`src/rtl/tmds_encoder.sv`:
```
// Single-channel DVI TMDS 8b/10b encoder, three-stage pipeline with running disparity.
// Define TMDS_ENC_DISP_MON_EN to expose the running disparity on the `disparity` port.
module tmds_encoder (
    input  logic              pixel_clk,
    input  logic              sys_rst_n,
    input  logic [7:0]        din,
    input  logic              c0,
    input  logic              c1,
    input  logic              de,
    output logic [9:0]        dout
`ifdef TMDS_ENC_DISP_MON_EN
    ,
    output logic signed [4:0] disparity
`endif
);

    localparam int unsigned DW = 8;
    localparam int unsigned CW = 4;
    localparam int unsigned SW = 6;

    localparam logic [9:0] CTRL_00 = 10'b1101010100;
    localparam logic [9:0] CTRL_01 = 10'b0010101011;
    localparam logic [9:0] CTRL_10 = 10'b0101010100;
    localparam logic [9:0] CTRL_11 = 10'b1010101011;

    // Stage 1 registers
    logic [DW-1:0] d1;
    logic [CW-1:0] n1d;
    logic          de1, c0_1, c1_1;

    // Stage 2 registers
    logic [8:0]    q_m;
    logic [CW-1:0] n1q, n0q;
    logic          de2, c0_2, c1_2;

    // Stage 3 registers
    logic signed [4:0] cnt;

    logic [CW-1:0]     n1d_c;
    logic [8:0]        q_m_c;
    logic [CW-1:0]     n1q_c;
    logic              xnor_c;
    logic [9:0]        dout_c;
    logic signed [4:0] cnt_c;

    logic signed [SW-1:0] cnt_ext_c, n1s_c, n0s_c, diff_c, two_q8_c, two_nq8_c, sum_c;

    // Ones count of the incoming pixel
    always_comb begin
        n1d_c = '0;
        for (int i = 0; i < int'(DW); i++) begin
            n1d_c = n1d_c + CW'(din[i]);
        end
    end

    // Transition-minimising stage: XOR or XNOR chain
    always_comb begin
        xnor_c   = (n1d > CW'(4)) || ((n1d == CW'(4)) && !d1[0]);
        q_m_c    = '0;
        q_m_c[0] = d1[0];
        for (int i = 1; i < int'(DW); i++) begin
            q_m_c[i] = xnor_c ? ~(q_m_c[i-1] ^ d1[i]) : (q_m_c[i-1] ^ d1[i]);
        end
        q_m_c[8] = ~xnor_c;
        n1q_c    = '0;
        for (int i = 0; i < int'(DW); i++) begin
            n1q_c = n1q_c + CW'(q_m_c[i]);
        end
    end

    // DC-balancing stage; sums kept 6 bits wide so intermediates cannot wrap
    always_comb begin
        n1s_c     = SW'(n1q);
        n0s_c     = SW'(n0q);
        diff_c    = n1s_c - n0s_c;
        cnt_ext_c = {cnt[4], cnt};
        two_q8_c  = {4'b0000, q_m[8], 1'b0};
        two_nq8_c = {4'b0000, ~q_m[8], 1'b0};
        sum_c     = '0;
        dout_c    = CTRL_00;
        cnt_c     = '0;
        if (!de2) begin
            unique case ({c1_2, c0_2})
                2'b00:   dout_c = CTRL_00;
                2'b01:   dout_c = CTRL_01;
                2'b10:   dout_c = CTRL_10;
                default: dout_c = CTRL_11;
            endcase
        end else if ((cnt == 5'sd0) || (n1q == n0q)) begin
            dout_c = {~q_m[8], q_m[8], q_m[8] ? q_m[7:0] : ~q_m[7:0]};
            sum_c  = q_m[8] ? (cnt_ext_c + diff_c) : (cnt_ext_c - diff_c);
            cnt_c  = 5'(sum_c);
        end else if ((!cnt[4] && (n1q > n0q)) || (cnt[4] && (n0q > n1q))) begin
            dout_c = {1'b1, q_m[8], ~q_m[7:0]};
            sum_c  = cnt_ext_c + two_q8_c - diff_c;
            cnt_c  = 5'(sum_c);
        end else begin
            dout_c = {1'b0, q_m[8], q_m[7:0]};
            sum_c  = cnt_ext_c + diff_c - two_nq8_c;
            cnt_c  = 5'(sum_c);
        end
    end

    always_ff @(posedge pixel_clk or negedge sys_rst_n) begin
        if (!sys_rst_n) begin
            d1   <= '0;
            n1d  <= '0;
            de1  <= 1'b0;
            c0_1 <= 1'b0;
            c1_1 <= 1'b0;
            q_m  <= '0;
            n1q  <= '0;
            n0q  <= '0;
            de2  <= 1'b0;
            c0_2 <= 1'b0;
            c1_2 <= 1'b0;
            dout <= '0;
            cnt  <= '0;
        end else begin
            d1   <= din;
            n1d  <= n1d_c;
            de1  <= de;
            c0_1 <= c0;
            c1_1 <= c1;
            q_m  <= q_m_c;
            n1q  <= n1q_c;
            n0q  <= CW'(DW) - n1q_c;
            de2  <= de1;
            c0_2 <= c0_1;
            c1_2 <= c1_1;
            dout <= dout_c;
            cnt  <= cnt_c;
        end
    end

`ifdef TMDS_ENC_DISP_MON_EN
    assign disparity = cnt;
`endif

endmodule

```
`config.mk`:
```
export PLATFORM = sky130hd
export DESIGN_NAME = tmds_encoder
export DESIGN_NICKNAME = d
export VERILOG_FILES = /design/src/rtl/tmds_encoder.sv
export SDC_FILE = /design/constraint.sdc
export NUM_CORES = 1
export LEC_CHECK = 0
export ABC_AREA = 1
export CORE_MARGIN = 8
export CORE_UTILIZATION = 61
export CTS_BUF_LIST = sky130_fd_sc_hd__clkbuf_16
export CTS_CLUSTER_DIAMETER = 80
export DETAILED_ROUTE_END_ITERATION = 10
export PLACE_DENSITY = 0.84
export SLEW_MARGIN = 5
export SYNTH_ARGS = -nofsm -noshare
export SYNTH_HDL_FRONTEND = slang
export SYNTH_SLANG_ARGS = --single-unit
```
`constraint.sdc`:
```
create_clock -name pixel_clk -period 7.6 [get_ports pixel_clk]
set_input_delay 1.52 -clock pixel_clk [delete_from_list [all_inputs] [get_ports pixel_clk]]
set_output_delay 1.52 -clock pixel_clk [all_outputs]
set_load 0.02 [all_outputs]
```
Yosys cells after proc, flatten, opt, wreduce, memory -nomap -nowiden:

Index checks and enable logic that the tools add are counted.
Widths: inputs -> output; s select.

* add/subtract/negate cells: 21
* magnitude comparators: 3
* equality and inequality tests: 4
* mux-type cells: 16
* bitwise gates (word level): 17
* reduce and logical (&&, ||, !) cells: 10

Operators with widths (number)
* $add 4x1->4: 8
* $mux 10: 3
* $pmux 10 s3: 1
* $mux 5: 4
* $sub 5x5->5: 2
* $not 1->1: 9
* $add 3x1->4: 2
* $gt 4x4->1: 2
* $mux 8: 1
* $not 8->8: 1
* $mux 1: 7
* $xor 1x1->1: 7
* $add 2x1->3: 2
* $add 5x3->5: 1
* $add 5x5->5: 1
* $logic_not 5->1: 1
* $sub 4x4->5: 1
* $sub 5x3->5: 1
* $add 1x1->2: 2
* $eq 4x3->1 const B: 1
* $eq 4x4->1: 1
* $gt 4x3->1 const B: 1
* $sub 4x4->4 const A: 1
* $logic_and 1x1->1: 3
* other kinds (5): 8

* register bits after elaboration: 50
* input port bits: 13
* output and inout bits: 10
* word-level logic and storage cells: 84

Logic depth before layout (Yosys ltp):

Gate-level depths: netlist (run 1).

* word-level depth: 24
* mapped depth: 20
* depth with buffers taken out: 20

Worst setup path before layout (run 1):

No wires, ideal clock.

* kind: input to register
* start point: in din[0]
* end point: reg n1d[2]
* setup time: 123 ps
* data arrival time: 3701 ps
* required time: 7477 ps
* setup slack: 3776 ps
* stages on the path: 9
* path buffers: 0
* path through: fa_1 inv_1 fa_1 fa_1 inv_1 ha_1 inv_1 fa_1 xnor2_1

* longest elaborated chain between the ends: 7

RTL lines
* start: declaration: RTL line 6 `input logic [7:0] din,`
* $add 1x1->2: RTL line 52 `n1d_c = n1d_c + CW'(din[i]);`
* $add 2x1->3: RTL line 52
* $add 3x1->4: RTL line 52
* $add 4x1->4 (4 in a row): RTL line 52
* net n1d_c[2]: RTL line 39 `logic [CW-1:0] n1d_c;`
* end signal: assignment: RTL line 121 `n1d <= n1d_c;`
* end: declaration: RTL line 28 `logic [CW-1:0] n1d;`

The timed path passes the listed nets, and every way through them passes these cells.

Worst setup path after layout (run 1):

Same ends and word-level chain as after synthesis.

==> metrics, run 1 <==
Area Overhead vs Synth=14.2%; CTS Hold Bufs=0; routed length per instance=12.1 um; Post-DP HPWL=3.98 mm; Tot GR Track Use=0.155; clk slew on worst S/H paths=about 0.060 ns; cts bufs inserted=5; Register Area=about 1200 sq um; Chip Width=85.1 um; final setup margin=~3.5 ns; Fin. Hold Viols=0; crit share post-route=0.535; worst skew pair latency=0.28 ns; RSZ-0062 raised after global routing=false; NumNets Final=417; core area=around 4700 sq um; Max Slew Vio Count=0; pre-CTS setup slack=3.21 ns; Seq/Total Area, Yosys=0.412; post_cts resized=0; Clock Path Buffers=2; crit path max fanout=2; Root Driver=clkbuf_16; Arrival @ worst endpoint=roughly 4.2 ns; HP Class=flip-flop to flip-flop; Post-CTS Setup Bufs=0; Layout fillers=between 300 and 400; total number of vias=between 2000 and 2500; Starting Density=0.626; Clock Sinks=48; vias per inst=4.97; Initial DRC Count=between 70 and 80; first-pass GRT wire length=~9.1 mm; hold_ws=between 0.3 and 0.4 ns; Slew @ Worst Pin=0.988 ns; share of cells above drive strength 1=0.0683; vias in the first global route=2208; syn avg cell area=roughly 8.6 sq um; design area=roughly 3300 sq um; Placement Cell Area=3190 sq um; htree depth=2; Synth Warn #=0; port bufs=22; n_diodes=0; maximum number of pins on one net before global-route repair=49; synthesized area=about 2900 sq um; Routability Congestion=between 0.8 and 0.9; register bit total from synthesis=48; max_cap viols=0; die height=85.1 um; clock skew=slightly below 0.005 ns; Post-DRT Antenna Nets=0; Net Count, Synth=389; DIE AREA=7250 sq um; WS Path Type=input port to flip-flop; Total Neg Setup Slack=0 ns; drt pass-1 iters=4; grt ovf=0; min cycle time layout=around 4.1 ns; CTS tree=done; Unique masters post-synth=21; # IOs=23; Crit path required time=a little under 8 ns; final wirelength=slightly above 5 mm; FMAX=between 0.2 and 0.25 GHz; FP Rows=25; Rel. slew slack=0.341; synthesized instance count=roughly 340; CP endpoint kind=flip-flop; status=finished clean; DRC viols=0; Final setup viols=0; startpoint types=input port; area of the multi-input gates=around 1400 sq um; initial antenna violation count=0
==> critical path, stage by stage <==
cell             delay [ns]
clkdlybuf4s50_1        0.45
fa_1                   0.54
inv_1                  0.05
fa_1                   0.49
fa_1                   0.41
inv_1                  0.07
ha_1                   0.15
inv_1                  0.05
fa_1                   0.37
xnor2_1                0.14
==> cells in the mapped netlist <==
library cell  count  share of area
inv_1            79           0.10
o21ai_4           1         0.0056
inv_2             1         0.0013
nor2_1           13          0.017
a21oi_1           6          0.010
xnor2_1           5          0.015
xor2_1            9          0.027
nand2_1          80           0.10
inv_4             1         0.0021
nand3_1          24          0.041
dfrtp_1          48           0.41
fa_1             12          0.082
buf_2             1         0.0017
nand2_2          12          0.026
nand4_1           1         0.0021
o21ai_0          12          0.021
nand3_2           2         0.0069
nand2_4           1         0.0039
ha_1             26           0.11
nor3_1            1         0.0017
o211ai_1          3         0.0077
==> layout by cell type, fill, tap and decap left out, types with 2 or more instances in the layout <==
cell	count
a21oi_1	6
clkbuf_16	5
clkdlybuf4s50_1	21
dfrtp_1	48
fa_1	12
ha_1	26
inv_1	79
nand2_1	80
nand2_2	12
nand3_1	24
nand3_2	2
nor2_1	13
o211ai_1	3
o21ai_0	12
xnor2_1	5
xor2_1	9
==> final timing paths <==
| path | from | end | slack [ns] | cells past startpoint |
|---|---|---|---|---|
| max | din[0] | n1d[2] | 3.53 | 10 |
| min | c1_1 | c1_2 | 0.35 | 0 |
| max reg2reg | d1[0] | n0q[2] | 3.63 | 16 |
| min reg2reg | c1_1 | c1_2 | 0.35 | 0 |
| max in group asynchronous | sys_rst_n | cnt[3] | 5.59 | 1 |
| min in group asynchronous | sys_rst_n | dout[0] | 1.41 | 1 |
==> flip-flops by register name, indices dropped and copies added (netlist names) <==
| register | flops |
|---|---|
| cnt | 5 |
| n0q | 3 |
| d1 | 8 |
| n1q | 3 |
| c0_1 | 1 |
| c1_1 | 1 |
| n1d | 4 |
| c1_2 | 1 |
| de2 | 1 |
| dout | 10 |
| de1 | 1 |
| q_m | 9 |
| c0_2 | 1 |
==> area by class of cell <==
cell class,count,share of cell area
clock buffers,5,0.0376
clock inverters,2,0.00376
inverters,81,0.0920
multi-input cells,208,0.421
flip-flops and latches,48,0.360
well taps,54,0.0203
repair buffers,22,0.0646
==> logic make-up after synthesis <==
family | count (synthesis) | synth area share
XOR/XNOR | 14 | 0.0420
AO/OA/AOI/OAI | 22 | 0.0442
buffers and inverters | 82 | 0.107
flip-flops | 48 | 0.412
AND/OR/NAND/NOR | 134 | 0.201
adder cells (fa/ha/maj) | 38 | 0.194
==> through the flow <==
stage                util  cells
finish              0.715    420
floorplan               -    338
global route        0.715    420
CTS                 0.715    420
detailed placement  0.685    413
global placement    0.685    413
==> routing by layer <==
| layer | vias up | global-route usage | routed length [um] |
|---|---|---|---|
| li1 | 1064 | - | - |
| met1 | 957 | 0.163 | 2080 |
| met2 | 58 | 0.286 | 2710 |
| met3 | 8 | 0.0309 | 225 |
| met4 | 0 | 0.0777 | 85 |
| met5 | - | 0 | 0 |
Power of run 1 is left out: the tool's default activity adds up to more than one toggle a clock period on the data nets, which glitch-free logic cannot reach.
==> inputs of run 2 (changes only) <==
--- a/config.mk
+++ b/config.mk
@@ -7,11 +7,11 @@
 export LEC_CHECK = 0
 export ABC_AREA = 1
 export CORE_MARGIN = 8
-export CORE_UTILIZATION = 61
+export CORE_UTILIZATION = 58
 export CTS_BUF_LIST = sky130_fd_sc_hd__clkbuf_16
 export CTS_CLUSTER_DIAMETER = 80
 export DETAILED_ROUTE_END_ITERATION = 10
-export PLACE_DENSITY = 0.84
+export PLACE_DENSITY = 0.8
 export SLEW_MARGIN = 5
 export SYNTH_ARGS = -nofsm -noshare
 export SYNTH_HDL_FRONTEND = slang
==> constraint.sdc (replaced) <==
create_clock -name pixel_clk -period 4 [get_ports pixel_clk]
set_input_delay 0.8 -clock pixel_clk [delete_from_list [all_inputs] [get_ports pixel_clk]]
set_output_delay 0.8 -clock pixel_clk [all_outputs]
set_load 0.02 [all_outputs]
==> metrics, run 2 (synthesized netlist as in run 1, its figures left out) <==
NumNets Final=between 400 and 500; Layout fillers=between 300 and 400; reg2reg start=d1[0]; commonest cells after routing, fill and taps aside=78 x nand2_1, 77 x inv_1, 47 x dfrtp_1; vias in the first global route=around 2200; Slew @ Worst Pin=0.969 ns; Initial DRC Count=35; Area Overhead vs Synth=17.5%; clock skew=roughly 0.0057 ns; status=finished clean; CTS tree=done; drt pass-1 iters=4; M1 wire length=approximately 2 mm; Final Non-Filler Cells=438; max_cap viols=0; Crit path required time=between 4 and 5 ns; Fin. Hold Viols=0; final wirelength=between 5 and 6 mm; min cycle time layout=3.81 ns; Clock Path Buffers=2; crit share post-route=0.952; # IOs=23; Tot GR Track Use=0.150; Arrival @ worst endpoint=~4.0 ns; die height=between 80 and 90 um; hold_ws=between 0.3 and 0.4 ns; routed wl met2=2.77 mm; maximum number of pins on one net before global-route repair=just under 50; placed cells=approximately 430; Routability Congestion=slightly below 0.9; routed length per instance=around 12 um; Root Driver=clkbuf_16; leading cell type in the layout, fill and taps excluded=nand2_1; n_diodes=0; total number of vias=roughly 2100; htree depth=2; FMAX=0.263 GHz; Largest Register=dout; WS Path Type=flip-flop to flip-flop; grt ovf=0; CP endpoint kind=flip-flop; beginning of the worst hold path=de1; initial antenna violation count=0; Crit. Startpoint=d1[0]; DRC viols=0; Clock Sinks=48; share of cells above drive strength 1=0.0978; HP Class=flip-flop to flip-flop; Post-DRT Antenna Nets=0; highest routed metal layer=met4; vias per inst=roughly 4.9; DIE AREA=between 7000 and 8000 sq um; Post-DP HPWL=between 4 and 5 mm; Starting Density=0.586; worst skew pair latency=~0.28 ns; flip-flop count of the largest register after layout=10; Largest regs=dout: 10 flops, q_m: 9 flops, d1: 8 flops; FP Rows=26; core area=4980 sq um; Max Slew Vio Count=0; crit path max fanout=5; Final setup viols=0; Chip Width=a little under 90 um; startpoint types=flip-flop; port bufs=22; clk slew on worst S/H paths=0.07 ns; cts bufs inserted=5; Rel. slew slack=0.354; first-pass GRT wire length=approximately 9.0 mm; met3 wire len=~210 um
run 2: through the flow:
step | utilization | setup WS [ns] | area [sq um] | TNS [ns]
after global routing | 0.689 | -0.00199 | 3430 | -0.00199
after global placement | 0.646 | 0.264 | 3210 | 0
final | 0.689 | 0.191 | 3430 | 0
after floorplan | - | 0.389 | 2920 | 0
after CTS | 0.680 | 0.171 | 3390 | 0
after detailed placement | 0.646 | 0.182 | 3210 | 0
run 2: area by class of cell:
class / count / area (sq um) / area share
clock buffers: 5 / 125 / 0.0365
clock inverters: 3 / 47.5 / 0.0139
inverters: 81 / 307 / 0.0894
multi-input cells: 208 / 1440 / 0.419
flip-flops and latches: 48 / 1200 / 0.351
well taps: 70 / 87.6 / 0.0255
repair buffers: 23 / 223 / 0.0650
run 2: path summary, 6_finish.rpt:
path	end	slack (ns)	cells after the start
worst max-delay path	n0q[3]	0.19	16
worst min-delay path	de2	0.36	0
worst max register to register	n0q[3]	0.19	16
worst min register to register	de2	0.36	0
max in group asynchronous	d1[0]	2.67	1
min in group asynchronous	dout[8]	0.68	1
run 2: critical path, cell delays in order, from the launching register on:
cell	delay (ns)
dfrtp_2	0.43
inv_2	0.08
nand2_2	0.06
nand2_4	0.07
nand2_2	0.07
nand2_2	0.10
xor2_2	0.17
inv_2	0.06
fa_1	0.49
fa_1	0.49
inv_1	0.05
fa_1	0.50
ha_4	0.19
fa_1	0.43
xor2_1	0.26
nor3_1	0.09
xor2_1	0.14
run 2: per-layer routing:
layer,up-vias,GRT usage
li1,1072,-
met1,997,0.152
met2,52,0.283
met3,17,0.0368
met4,0,0.0642
met5,-,0
run 2: what timing repair did:
item | CTS | global route
hold buffers | 0 | 0
resized for setup | 0 | 10
endpoints found under the setup margin | 0 | 3
setup buffers | 0 | 1
Power of run 2 is left out for the same reason.
